File: src/rtl/obi_cmd_queue_interface.sv
// OBI slave front-end for the cache controller: staging window, queued command port
// toward the controller, and a result/status window holding the latest completion.
module obi_cmd_queue_interface #(
    parameter int DATA_WIDTH  = 32,
    parameter int ADDR_WIDTH  = 8,
    parameter int ID_WIDTH    = 3,
    parameter int KEY_WIDTH   = 32,
    parameter int VALUE_WIDTH = 64,
    parameter int OP_WIDTH    = 3,
    parameter int NOOP_CODE   = 0,
    parameter int CMD_DEPTH   = 4
) (
    input  logic                    clk,
    input  logic                    rst,
    input  logic                    obi_req,
    output logic                    obi_gnt,
    input  logic [ADDR_WIDTH-1:0]   obi_addr,
    input  logic                    obi_we,
    input  logic [DATA_WIDTH/8-1:0] obi_be,
    input  logic [DATA_WIDTH-1:0]   obi_wdata,
    input  logic [ID_WIDTH-1:0]     obi_aid,
    output logic                    obi_rvalid,
    output logic [DATA_WIDTH-1:0]   obi_rdata,
    output logic [ID_WIDTH-1:0]     obi_rid,
    output logic                    obi_err,
    output logic                    cmd_valid,
    input  logic                    cmd_ready,
    output logic [OP_WIDTH-1:0]     cmd_op,
    output logic [KEY_WIDTH-1:0]    cmd_key,
    output logic [VALUE_WIDTH-1:0]  cmd_value,
    input  logic                    rsp_valid,
    input  logic                    rsp_succ,
    input  logic [VALUE_WIDTH-1:0]  rsp_value
);
    localparam int NB = DATA_WIDTH / 8;
    localparam int WB = $clog2(NB);
    localparam int NV = VALUE_WIDTH / DATA_WIDTH;
    localparam int NK = KEY_WIDTH / DATA_WIDTH;
    localparam int PW = (CMD_DEPTH > 1) ? $clog2(CMD_DEPTH) : 1;
    localparam int CW = $clog2(CMD_DEPTH + 1);

    localparam logic [ADDR_WIDTH-1:0] W_KEY  = ADDR_WIDTH'(NV);
    localparam logic [ADDR_WIDTH-1:0] W_OP   = ADDR_WIDTH'(NV + NK);
    localparam logic [ADDR_WIDTH-1:0] W_STAT = ADDR_WIDTH'(NV + NK + 1);
    localparam logic [ADDR_WIDTH-1:0] W_RES  = ADDR_WIDTH'(NV + NK + 2);
    localparam logic [ADDR_WIDTH-1:0] W_END  = ADDR_WIDTH'(NV + NK + 2 + NV);

    logic [DATA_WIDTH-1:0] val_q [NV];
    logic [DATA_WIDTH-1:0] key_q [NK];
    logic [DATA_WIDTH-1:0] res_q [NV];
    logic                  done_q, res_err_q;
    logic [CW-1:0]         pending_q, fifo_cnt_q;
    logic [PW-1:0]         wr_ptr_q, rd_ptr_q;

    logic [OP_WIDTH-1:0]    fifo_op    [CMD_DEPTH];
    logic [KEY_WIDTH-1:0]   fifo_key   [CMD_DEPTH];
    logic [VALUE_WIDTH-1:0] fifo_value [CMD_DEPTH];

    logic [ADDR_WIDTH-1:0]  widx;
    logic                   sel_val, sel_key, sel_op, sel_stat, sel_res, bad_access;
    logic                   op_live, accept, enq, deq, push, pop;
    logic [DATA_WIDTH-1:0]  rd_word;
    logic [KEY_WIDTH-1:0]   stage_key;
    logic [VALUE_WIDTH-1:0] stage_value;

    assign widx       = obi_addr >> WB;
    assign sel_val    = widx < W_KEY;
    assign sel_key    = (widx >= W_KEY) && (widx < W_OP);
    assign sel_op     = widx == W_OP;
    assign sel_stat   = widx == W_STAT;
    assign sel_res    = (widx >= W_RES) && (widx < W_END);
    assign bad_access = !(sel_val || sel_key || sel_op || sel_stat || sel_res)
                      || (obi_we && (sel_stat || sel_res));
    assign op_live    = obi_wdata[OP_WIDTH-1:0] != OP_WIDTH'(NOOP_CODE);

    assign obi_gnt = !(obi_req && obi_we && sel_op && op_live && (pending_q == CW'(CMD_DEPTH)));
    assign accept  = obi_req && obi_gnt;
    assign enq     = accept && obi_we && sel_op && op_live;
    assign deq     = rsp_valid && (pending_q != '0);

    assign cmd_valid = fifo_cnt_q != '0;
    assign pop       = cmd_valid && cmd_ready;
    // A controller that completes commands it has not yet popped can leave the FIFO full
    // while pending has room; such a push is dropped instead of overwriting the head.
    assign push      = enq && ((fifo_cnt_q != CW'(CMD_DEPTH)) || pop);

    assign cmd_op    = fifo_op[rd_ptr_q];
    assign cmd_key   = fifo_key[rd_ptr_q];
    assign cmd_value = fifo_value[rd_ptr_q];

    function automatic logic [PW-1:0] bump(input logic [PW-1:0] p);
        return (p == PW'(CMD_DEPTH - 1)) ? '0 : p + 1'b1;
    endfunction

    // NOTE: every always_comb output gets a default first so no path can infer a latch.
    always_comb begin
        rd_word     = '0;
        stage_key   = '0;
        stage_value = '0;
        for (int i = 0; i < NV; i++) begin
            stage_value[i*DATA_WIDTH +: DATA_WIDTH] = val_q[i];
            if (widx == ADDR_WIDTH'(i)) rd_word = val_q[i];
            if (widx == ADDR_WIDTH'(NV + NK + 2 + i)) rd_word = res_q[i];
        end
        for (int i = 0; i < NK; i++) begin
            stage_key[i*DATA_WIDTH +: DATA_WIDTH] = key_q[i];
            if (widx == ADDR_WIDTH'(NV + i)) rd_word = key_q[i];
        end
        if (sel_stat) begin
            rd_word[0]    = done_q;
            rd_word[1]    = res_err_q;
            rd_word[15:8] = 8'(pending_q);
        end
    end

    // NOTE: FIFO storage carries no reset; emptiness is tracked by fifo_cnt_q alone.
    always_ff @(posedge clk) begin
        if (push) begin
            fifo_op[wr_ptr_q]    <= obi_wdata[OP_WIDTH-1:0];
            fifo_key[wr_ptr_q]   <= stage_key;
            fifo_value[wr_ptr_q] <= stage_value;
        end
    end

    // NOTE: state registers use non-blocking assignments so every read sees pre-edge values.
    always_ff @(posedge clk) begin
        if (rst) begin
            for (int i = 0; i < NV; i++) begin
                val_q[i] <= '0;
                res_q[i] <= '0;
            end
            for (int i = 0; i < NK; i++) key_q[i] <= '0;
            done_q     <= 1'b0;
            res_err_q  <= 1'b0;
            pending_q  <= '0;
            fifo_cnt_q <= '0;
            wr_ptr_q   <= '0;
            rd_ptr_q   <= '0;
            obi_rvalid <= 1'b0;
            obi_rdata  <= '0;
            obi_rid    <= '0;
            obi_err    <= 1'b0;
        end else begin
            obi_rvalid <= accept;
            obi_err    <= accept && bad_access;
            obi_rdata  <= (accept && !obi_we && !bad_access) ? rd_word : '0;
            if (accept) obi_rid <= obi_aid;

            if (accept && obi_we && !bad_access) begin
                for (int i = 0; i < NV; i++)
                    for (int b = 0; b < NB; b++)
                        if (widx == ADDR_WIDTH'(i) && obi_be[b])
                            val_q[i][b*8 +: 8] <= obi_wdata[b*8 +: 8];
                for (int i = 0; i < NK; i++)
                    for (int b = 0; b < NB; b++)
                        if (widx == ADDR_WIDTH'(NV + i) && obi_be[b])
                            key_q[i][b*8 +: 8] <= obi_wdata[b*8 +: 8];
            end

            if (push) wr_ptr_q <= bump(wr_ptr_q);
            if (pop)  rd_ptr_q <= bump(rd_ptr_q);
            case ({push, pop})
                2'b10:   fifo_cnt_q <= fifo_cnt_q + 1'b1;
                2'b01:   fifo_cnt_q <= fifo_cnt_q - 1'b1;
                default: ;
            endcase
            case ({enq, deq})
                2'b10:   pending_q <= pending_q + 1'b1;
                2'b01:   pending_q <= pending_q - 1'b1;
                default: ;
            endcase

            if (deq) begin
                for (int i = 0; i < NV; i++) res_q[i] <= rsp_value[i*DATA_WIDTH +: DATA_WIDTH];
                res_err_q <= !rsp_succ;
                done_q    <= 1'b1;
            end else if (accept && !obi_we && sel_stat) begin
                done_q <= 1'b0;
            end
        end
    end
endmodule
File: config.mk
export PLATFORM = sky130hd
export DESIGN_NAME = obi_cmd_queue_interface
export DESIGN_NICKNAME = d
export VERILOG_FILES = /design/src/rtl/obi_cmd_queue_interface.sv
export SDC_FILE = /design/constraint.sdc
export NUM_CORES = 1
export LEC_CHECK = 0
export BUFFER_PORTS_ARGS = -buffer_cell sky130_fd_sc_hd__buf_2
export CORE_MARGIN = 3
export CORE_UTILIZATION = 30
export DETAILED_ROUTE_END_ITERATION = 8
export PLACE_DENSITY = 0.43
export SETUP_SLACK_MARGIN = 0.05
export SYNTH_ARGS = -nofsm -noshare
export SYNTH_HDL_FRONTEND = slang
export SYNTH_SLANG_ARGS = --single-unit
File: constraint.sdc
create_clock -name clk -period 6.5 [get_ports clk]
set_clock_uncertainty 0.1 [all_clocks]
set_input_delay 0.975 -clock clk [delete_from_list [all_inputs] [get_ports clk]]
set_output_delay 0.975 -clock clk [all_outputs]
set_load 0.005 [all_outputs]
# Yosys cells after proc, flatten, opt, wreduce, memory -nomap -nowiden
# Memories as Yosys holds them, arrays and structs flattened. A register that Yosys moved wholly into a read port is not among the register bits.
# Cells that the tools add are included.
# word_totals
regBits	49
ramBits	556
in_bits	118
output_inout_bits	138
memories	6
# memory_table
memory	depth	width	rd	rd_clocked_by_memory_dff	write_ports	line	rtl
fifo_value	4	64	1	1	1	57	logic [VALUE_WIDTH-1:0] fifo_value [CMD_DEPTH];
fifo_key	4	32	1	1	1	56	logic [KEY_WIDTH-1:0] fifo_key [CMD_DEPTH];
res_q	2	32	2	0	2	50	logic [DATA_WIDTH-1:0] res_q [NV];
val_q	2	32	2	0	2	48	logic [DATA_WIDTH-1:0] val_q [NV];
key_q	1	32	1	0	4	49	logic [DATA_WIDTH-1:0] key_q [NK];
fifo_op	4	3	1	1	1	55	logic [OP_WIDTH-1:0] fifo_op [CMD_DEPTH];
# op_classes
n_addsub	6
order_cmp	5
eq_ne	14
muxes	86
bitwise_logic	11
n_reduce_logical	53
# ops
op	n
$mux 32	8
$mux 8	8
$mux 1	57
$reduce_or 32->1	1
$logic_and 1x1->1	31
$mux 2	10
$eq 6x3->1 const B	3
$eq 6x2->1 const B	2
$lt 6x2->1 const B	2
$pmux 3 s2	2
$or 1x1->1	10
$reduce_bool 3->1	3
$eq 2x2->1 const B	4
$logic_not 8->1	1
$logic_or 1x1->1	7
$add 3x1->3 const B	2
$eq 6x1->1 const B	1
$ge 6x2->1 const B	1
$ge 6x3->1 const B	1
$lt 6x3->1 const B	1
$reduce_bool 2->1	3
$sub 3x1->3 const B	2
$logic_not 1->1	5
$add 2x1->2 const B	2
7 further kinds	8

# Logic depth before layout (Yosys ltp)
# Gate-level depths: netlist (run 1).
# depth
ltp_word	15
depth_mapped	10
ltp_nobuf	9

# Least setup slack after synthesis (run 1)
# Ideal clock, no wire load.
# synth_path
path_type	input -> register
start	in obi_addr[5]
end	mem fifo_key[0][0], enable pin
arrival_time_ns	4.740
path_slack_ns	1.191
path_stages	6
path_buffers	1
path_cell_list	or4_1 > buf_2 > nor4_4 > inv_2 > nor2_1 > and2_1
# synth_via
elab_chain_len	12
# synth_rtl
element	line	rtl
from (decl)	17	input logic [ADDR_WIDTH-1:0] obi_addr,
$eq 6x2->1 (*)	69	assign sel_op = widx == W_OP;
$logic_and 1x1->1 (3 in series)	76	assign obi_gnt = !(obi_req && obi_we && sel_op && op_live && (pending_q == CW'(CMD_DEPTH)));
$logic_not 1->1	76	
$logic_and 1x1->1	77	assign accept = obi_req && obi_gnt;
$logic_and 1x1->1	78	assign enq = accept && obi_we && sel_op && op_live;
$logic_and 1x1->1 (*) (2 in series)	78	
$logic_and 1x1->1 (*)	85	assign push = enq && ((fifo_cnt_q != CW'(CMD_DEPTH)) || pop);
$mux 1 (*)	118	if (push) begin
$mux 1 (not written as such) (*)	120	fifo_key[wr_ptr_q] <= stage_key;
to (decl)	56	
# Mark *: on every way between the ends. The rest lies on a longest branch, timed or not.

==> flow_summary.ini, run 1 <==
[timing]
fmax_ghz = 0.248
whs_ns = 0.406
timing.final.hold_violations = 0
tightest_slew_ns = 1.21
rsz0062_at_grt = no
max_slew_margin_pct = 19.0
post-route-period-util_pct = 62.2
fin_crit_ns = 4.04
tns_ns = 0
final-max-slew-violation-count = 0
setup_viol_count_final = 0

[placement]
portBuffers = 253
place_congestion = 0.776
dp_hpwl_um = 42000
placed_area_sq_um = 25600

[layout]
final_nets = 1604
fill_cells = 7047
area.growth.synth_to_final_pct = 22.0
register_area_sq_um = 17700
multi_input_area_sq_um = 5030
final_cell_area_sq_um = 28000
final_util_pct = 37.3
layout-drive-gt1-share_pct = 32.7

[power_and_ir_drop]
leakagePower_nw = 9.85
powerDensity_nw_per_um2 = 306
irDropWorstVdd_uv = 133

[global_route]
grt_pass1_vias = 12800
grt_pass1_wl_um = 93700
overflow = 0
grt.total_usage_pct = 16.5
grt_max_degree = 79
antenna_found_initial = 13

[cts]
cts_tree = built
cts-htree-levels = 3
clkTransAtPathRegs_ns = 0.06
cts_resized = 0
ctsRootBufferMaster = clkbuf_16
cts_buffers = 72
clk_latency_ns = 0.60
cts_buffer_depth = 3
cts_sinks = 607
cts_setup_buffers = 0
holdBufCountCts = 0

[detailed_routing]
dr.first_iter.drc_count = 1122
drtPass1Iterations = 6
num_vias = 12400
wl_um = 66000
top_layer_used = met5
routedWlPerCell_um = 25.7
wl_met2_um = 31600
drc_errors = 0
dr_wl_met3_um = 3900
via_per_inst = 4.85
m1WireLength_um = 29300
ant_nets = 0

[floorplanning]
die_x_um = 283
die_area_sq_um = 80000
core_sq_um = 75200
dieHeight_um = 283
io_pins = 256
rows = 100
start_util_pct = 30.6

[logic_synthesis]
synth_flop_cell = edfxtp_1
ys_ff_latch = 607
synth.most_common_cell = edfxtp_1
synth_mux_area_share_pct = 9.92
syn_inst = 1192
synth-simple-area-share_pct = 6.89
synth_compound_area_share_pct = 4.15
ys_types = 55
avgSynthCellArea_sq_um = 19.3
yosys.area.top_type = edfxtp_1
yosys_warnings = 0
seq_area_frac_synth_pct = 77.1
synthArstFlopShare_pct = 0
synthTopCellsByCount = edfxtp_1, and2_1, mux4_2
synth_fp_nets = 1318
synth_fa_ha_area_share_pct = 0.501
synth_edf_count = 556
synthXorXnorAreaFrac_pct = 0.152
synth.top_cells.by_area = edfxtp_1, mux4_2, dfxtp_1, and2_1, and3_1
synth_top_area_share_pct = 72.7
synth_top_family_by_area = multiplexers
syn_area_sq_um = 23000

[status]
outcome = completed

[worst_setup_path]
critical_path.max_fanout = 42
cp-end-kind = output port
cp.required_ns = 5.42
cp.arrival_ns = 2.97
cp-start-kind = flip-flop
r2r_slack_ns = 3.28
crit_type = flip-flop to output port

[run]
maxCapViolCount = 0

[hold_path]
holdCritPathClass = flip-flop to flip-flop
[layout make-up]
type / count / area share, %
repair buffers: 278 / 5.41
clock inverters: 36 / 1.54
multi-input cells: 510 / 17.9
diodes: 6 / 0.0535
well taps: 1020 / 4.55
flip-flops and latches: 607 / 63.2
clock buffers: 97 / 7.20
inverters: 9 / 0.120
[cell families after synthesis]
logic type,count (synthesis)
buffers and inverters,75
AO/OA/AOI/OAI,112
multiplexers,104
adder cells (fa/ha/maj),8
XOR/XNOR,4
AND/OR/NAND/NOR,282
flip-flops,607
[path summary, 6_finish.rpt]
path,from,end,cells past startpoint
worst max register to register,pending_q[0]$_SDFFE_PP0P_,fifo_value[1][10]$_DFFE_PP_,6
worst max-delay path,flip-flop,cmd_value[27],3
worst min register to register,done_q$_SDFFE_PP0P_,done_q$_SDFFE_PP0P_,2
worst min-delay path,done_q$_SDFFE_PP0P_,done_q$_SDFFE_PP0P_,2
[report_power, final]
part	internal (mW)	switching, mW
sequential	4.28	0.0389
combinational	0.0416	0.0871
clock	2.58	1.57
total	6.90	1.70
[layer usage]
| layer | track usage (%) | up-vias |
|---|---|---|
| met5 | 0 | - |
| met4 | 4.67 | 4 |
| met3 | 2.92 | 84 |
| met2 | 26.4 | 388 |
| met1 | 23.2 | 6535 |
| li1 | - | 5407 |
[layout by cell type, fill, tap and decap left out, drive strengths merged, types with 10 or more instances in the layout]
cell type	count
edfxtp	556
buf	278
and2	110
mux4	99
clkbuf	97
nand2	61
dfxtp	51
and3	48
a22o	31
a222oi	28
nor2	24
clkinv	21
inv	12
a21o	11
bufinv	10
[state kept, by name, summed over array words and instances (netlist names), named ones only]
register,count
obi_rdata,32
key_q,32
obi_rid,3
res_err_q,1
val_q,64
fifo_value,256
rd_ptr_q,2
obi_rvalid,1
wr_ptr_q,2
res_q,64
fifo_op,12
obi_err,1
fifo_cnt_q,3
fifo_key,128
done_q,1
pending_q,3
[stage by stage]
step,total power [mW],instances,worst slack (ns)
final,8.59,2563,2.46
after global routing,8.89,2558,2.19
after CTS,8.71,2557,2.27
after detailed placement,4.53,2424,1.87
after global placement,4.53,2424,1.92
after floorplan,4.42,1192,1.19
[worst max-delay path, cell delays in order, from the launching register on]
cell and delay [ns]:
dfxtp_4 0.97, buf_4 0.57, mux4_2 0.64, buf_2 0.16
Note: power is estimated with default switching activity, not from simulation.
==> run 2, diff against run 1 <==
--- a/config.mk
+++ b/config.mk
@@ -5,6 +5,7 @@
 export SDC_FILE = /design/constraint.sdc
 export NUM_CORES = 1
 export LEC_CHECK = 0
+export ABC_AREA = 1
 export BUFFER_PORTS_ARGS = -buffer_cell sky130_fd_sc_hd__buf_2
 export CORE_MARGIN = 3
 export CORE_UTILIZATION = 30
==> constraint.sdc (replaced) <==
create_clock -name clk -period 4 [get_ports clk]
set_clock_uncertainty 0.1 [all_clocks]
set_input_delay 0.6 -clock clk [delete_from_list [all_inputs] [get_ports clk]]
set_output_delay 0.6 -clock clk [all_outputs]
set_load 0.005 [all_outputs]
==> flow_summary.ini, run 2 <==
[detailed_routing]
routedWlPerCell_um = 22.7
ant_nets = 0
via_per_inst = 4.74
num_vias = 15300
dr.first_iter.drc_count = 1170
drtPass1Iterations = 5
wl_um = 73000
drc_errors = 0

[logic_synthesis]
avgSynthCellArea_sq_um = 12.8
synthXorXnorAreaFrac_pct = 0
synthArstFlopShare_pct = 0
ys_ff_latch = 607
syn_inst = 1849
yosys.area.top_type = edfxtp_1
synth.top_cells.by_area = edfxtp_1, nor2_1, o21ai_0, dfxtp_1, o22ai_1
synth_fa_ha_area_share_pct = 0.488
yosys_warnings = 0
synth.most_common_cell = edfxtp_1
synth_compound_area_share_pct = 9.79
synth-simple-area-share_pct = 10.0
synth_flop_cell = edfxtp_1
synth_top_family_by_area = simple AND/OR/NAND/NOR gates
synth_fp_nets = 1975
synth_edf_count = 556
synth_top_area_share_pct = 70.8
synthTopCellsByCount = edfxtp_1, nor2_1, o21ai_0
ys_types = 40
syn_area_sq_um = 23600
seq_area_frac_synth_pct = 75.1
synth_mux_area_share_pct = 0

[run]
maxCapViolCount = 0

[floorplanning]
core_sq_um = 77700
dieHeight_um = 286
start_util_pct = 30.3
io_pins = 256
rows = 102
die_area_sq_um = 82000
die_x_um = 286

[timing]
timing.final.hold_violations = 0
final-max-slew-violation-count = 0
tns_ns = 0
fin_crit_ns = 3.44
post-route-period-util_pct = 86.1
setup_viol_count_final = 0
max_slew_margin_pct = 35.8
rsz0062_at_grt = no
fmax_ghz = 0.290
tightest_slew_ns = 0.963

[layout]
fill_cells = 7612
final_cells = 3222
register_area_sq_um = 17700
top_regs = fifo_value (256), fifo_key (128)
largest_register_ffs = 256
final_nets = 2245
regMostFlops = fifo_value
area.growth.synth_to_final_pct = 20.7
final_cell_mix = edfxtp_1, nor2_1, buf_2, o21ai_0, inv_1
multi_input_area_sq_um = 4860
layout_commonest_cell = edfxtp_1
layout-drive-gt1-share_pct = 21.6

[worst_setup_path]
reg2reg_depth = 9
critical_path.max_fanout = 198
cp-end-kind = output port
cp-start-kind = flip-flop
cp.arrival_ns = 2.74
r2r-start = pending_q[1]$_SDFFE_PP0P_
r2r_slack_ns = 1.32
crit_type = flip-flop to output port
cp.required_ns = 3.30
reg2reg_to = fifo_key[2][19]$_DFFE_PP_

[cts]
cts-htree-levels = 3
cts_tree = built
cts_setup_buffers = 0
cts_sinks = 607
clk_latency_ns = 0.61
cts_buffers = 71
clkTransAtPathRegs_ns = 0.06
cts_resized = 0
holdBufCountCts = 0
ctsRootBufferMaster = clkbuf_16
cts_buffer_depth = 3

[hold_path]
min_to = obi_rid[0]$_SDFFE_PP0N_
worstHoldPathCells = 3
min_from = obi_aid[0]
holdCritPathClass = primary input to flip-flop

[placement]
portBuffers = 253
place_congestion = 0.736
dp_hpwl_um = 45600
dpl.cell_count = 3086

[global_route]
grt_pass1_wl_um = 104000
overflow = 0
antenna_found_initial = 16
grt.total_usage_pct = 17.5
grt_pass1_vias = 15100
grt_max_degree = 199

[power_and_ir_drop]
p_total_mw = 17.0
powerDensity_nw_per_um2 = 596
leakagePower_nw = 10.5
irDropWorstVdd_uv = 463

[status]
outcome = completed
## run 2: changes by cell type after synthesis, sizes merged, moves of 31 or more
cell and change:
a22o -31, and2 -110, and3 -48, inv +156, mux4 -99, nand2 +91
nor2 +346, o21ai +225, o22ai +99
## run 2: final cells by class
type	instances	area share, %
timing repair buffer	293	5.99
inverter	167	2.22
clock buffer	105	7.17
tap	1040	4.57
clock inverter	26	0.659
antenna	5	0.0440
sequential	607	62.3
multi-input combinational	979	17.1
## run 2: cell families after synthesis
kind of cell	after synthesis
fa+ha+maj	8
compound gates	408
flops	607
simple gates	563
buf+inv	263
## run 2: per-stage QoR
step / hold WS, ns / util (%) / instance area (sq um) / setup WS, ns
floorplan: 0.353 / - / 23600 / -0.581
global placement: 0.372 / 33.7 / 26200 / 0.752
detailed placement: 0.376 / 33.7 / 26200 / 0.735
CTS: 0.105 / 36.6 / 28400 / 0.502
global route: 0.127 / 36.6 / 28400 / 0.390
finish: 0.141 / 36.6 / 28500 / 0.556
## run 2: critical path: stages, from the launching register on
cell,delay (ns)
dfxtp_4,0.38
buf_12,0.67
o21ai_0,0.22
o22ai_1,0.53
buf_2,0.23
## run 2: power breakdown
group,total [mW],switching (mW),internal [mW]
combinational,3.52,2.36,1.16
clock,6.22,2.55,3.67
sequential,7.22,0.178,7.04
total,17.0,5.09,11.9
## run 2: metal layers
metal / global-route usage [%] / up-vias / routed length (um)
met1: 24.0 / 7666 / 33000
met2: 28.6 / 395 / 34400
met5: 0 / - / 77
met4: 4.79 / 10 / 1630
li1: - / 7100 / -
met3: 3.28 / 108 / 3930
## run 2: worst max-delay path by stage
stage | depth (start not counted) | endpoint | slack (ns)
after global routing | 4 | cmd_value[34] | 0.39
final | 4 | cmd_value[34] | 0.56
after detailed placement | 10 | fifo_key[2][19]$_DFFE_PP_ | 0.74
after floorplan | 7 | fifo_key[0][0]$_DFFE_PP_ | -0.58
after global placement | 10 | fifo_key[2][19]$_DFFE_PP_ | 0.75
after CTS | 4 | cmd_value[34] | 0.50
==> run 3, diff against run 2 <==
--- a/config.mk
+++ b/config.mk
@@ -6,11 +6,12 @@
 export NUM_CORES = 1
 export LEC_CHECK = 0
 export ABC_AREA = 1
-export BUFFER_PORTS_ARGS = -buffer_cell sky130_fd_sc_hd__buf_2
+export CORE_ASPECT_RATIO = 1.4
 export CORE_MARGIN = 3
 export CORE_UTILIZATION = 30
 export DETAILED_ROUTE_END_ITERATION = 8
-export PLACE_DENSITY = 0.43
+export DONT_BUFFER_PORTS = 1
+export PLACE_DENSITY = 0.41
 export SETUP_SLACK_MARGIN = 0.05
 export SYNTH_ARGS = -nofsm -noshare
 export SYNTH_HDL_FRONTEND = slang
==> flow_summary.ini, run 3 (synthesis results as in run 2) <==
[layout]
regMostFlops = fifo_value
top_regs = fifo_value (256), fifo_key (128)
area.growth.synth_to_final_pct = 16.0
layout_commonest_cell = edfxtp_1
fill_cells = 7727
final_nets = 2016
final_cell_area_sq_um = 27400
largest_register_ffs = 256
final_cell_mix = edfxtp_1, nor2_1, o21ai_0, inv_1, nand2_1
layout-drive-gt1-share_pct = 10.6
final_cells = 2992

[cts]
cts-htree-levels = 2
cts_tree = built
cts_buffer_depth = 3
cts_buffers = 61
cts_sinks = 607
clk_latency_ns = 0.66
clkTransAtPathRegs_ns = 0.06
ctsRootBufferMaster = clkbuf_16

[global_route]
use_met3_pct = 4.96
met1_usage_pct = 21.2
overflow = 0
grt_max_degree = 109
antenna_found_initial = 5
met2_usage_pct = 30.2
grt.total_usage_pct = 17.5
top_usage_layer = met2
grt_pass1_vias = 14200
grt_pass1_wl_um = 104000

[worst_setup_path]
critical_path.max_fanout = 83
reg2reg_to = res_q[0][18]$_SDFFCE_PN0P_
cp.required_ns = 3.30
cp-start-kind = flip-flop
crit_type = flip-flop to output port
cp-end-kind = output port
cp.arrival_ns = 2.79
reg2reg_depth = 7
crit_end = cmd_value[13]
r2r_slack_ns = 1.46
r2r-start = pending_q[0]$_SDFFE_PP0P_

[status]
outcome = completed

[floorplanning]
rows = 121
dieHeight_um = 338
die_area_sq_um = 82100
start_util_pct = 30.3
die_x_um = 243
io_pins = 256
core_sq_um = 77800

[placement]
dp_hpwl_um = 45700
placed_area_sq_um = 25000
place_congestion = 0.761
dpl.cell_count = 2840
portBuffers = 0

[detailed_routing]
via_per_inst = 4.81
drc_errors = 0
ant_nets = 0
num_vias = 14400
dr.first_iter.drc_count = 1012
drtPass1Iterations = 5
wl_um = 73300
routedWlPerCell_um = 24.5

[power_and_ir_drop]
leakagePower_nw = 9.47
powerDensity_nw_per_um2 = 582
irDropWorstVdd_uv = 362

[timing]
fmax_ghz = 0.287
fin_crit_ns = 3.49
setup_viol_count_final = 0
tightest_slew_ns = 0.739
whs_ns = 0.0515
rsz0062_at_grt = no
tns_ns = 0
max_slew_margin_pct = 50.7
timing.final.hold_violations = 0
final-max-slew-violation-count = 0
post-route-period-util_pct = 87.2

[run]
maxCapViolCount = 0

[hold_path]
holdCritPathClass = primary input to flip-flop
==> run 3: cell types whose count changed in the layout (fill, tap and decap cells not counted), sizes merged, moves of 2 or more <==
cell / previous run / this run
buf: 293 / 42
clkinv: 21 / 19
clkbuf: 105 / 85
bufinv: 2 / 8
dlygate4sd3: 0 / 32
==> run 3: how the worst min path moves through the flow <==
| stage | from | endpoint | slack [ns] | cells past startpoint |
|---|---|---|---|---|
| CTS | obi_wdata[25] | val_q[0][25]$_SDFFCE_PN0P_ | 0.001 | 2 |
| global placement | done_q$_SDFFE_PP0P_ | done_q$_SDFFE_PP0P_ | 0.38 | 2 |
| detailed placement | done_q$_SDFFE_PP0P_ | done_q$_SDFFE_PP0P_ | 0.38 | 2 |
| floorplan | res_err_q$_SDFFE_PP0P_ | res_err_q$_SDFFE_PP0P_ | 0.35 | 2 |
| global route | obi_wdata[0] | val_q[0][0]$_DFFE_PP_ | 0.02 | 2 |
| finish | obi_wdata[27] | val_q[0][27]$_SDFFCE_PN0P_ | 0.05 | 2 |
==> run 3: per-stage QoR <==
step / setup WS [ns] / utilization (%) / total power [mW]
floorplan: -0.581 / - / 9.00
global placement: 1.08 / 32.1 / 10.3
detailed placement: 1.06 / 32.1 / 10.3
CTS: 0.415 / 35.2 / 16.3
global route: 0.362 / 35.2 / 16.7
finish: 0.514 / 35.2 / 15.9
==> run 3: per-layer routing <==
| metal | up-vias | wire length (um) |
|---|---|---|
| met5 | - | 0 |
| met4 | 0 | 2280 |
| met3 | 97 | 4810 |
| met2 | 387 | 36100 |
| met1 | 7279 | 30200 |
| li1 | 6625 | - |
==> run 3: critical path, cell delays in order (launching register included) <==
cell	delay, ns
dfxtp_4	0.53
inv_6	0.59
buf_4	0.38
o21ai_0	0.12
o22ai_1	0.47
==> run 3: repair_timing <==
action | 4_1_cts | 5_1_grt
setup buffers | 0 | 0
resized for setup | 0 | 0
hold buffers | 32 | 0
hold endpoints to repair | 50 | 0
==> run 3: power breakdown <==
part | switching (mW) | internal (mW) | leakage [nW]
clock network | 2.45 | 3.41 | 0.986
registers | 0.195 | 7.04 | 5.54
logic | 2.13 | 0.714 | 2.94
total | 4.78 | 11.2 | 9.47
==> run 3: layout make-up <==
class                      instances  area [sq um]  share of cell area (%)
antenna                            5          12.5                  0.0457
timing repair buffer              74           798                    2.92
clock inverter                    30           377                    1.38
tap                             1045          1310                    4.78
multi-input combinational        979          4860                    17.8
inverter                         167           633                    2.31
sequential                       607         17700                    64.8
clock buffer                      85          1660                    6.05
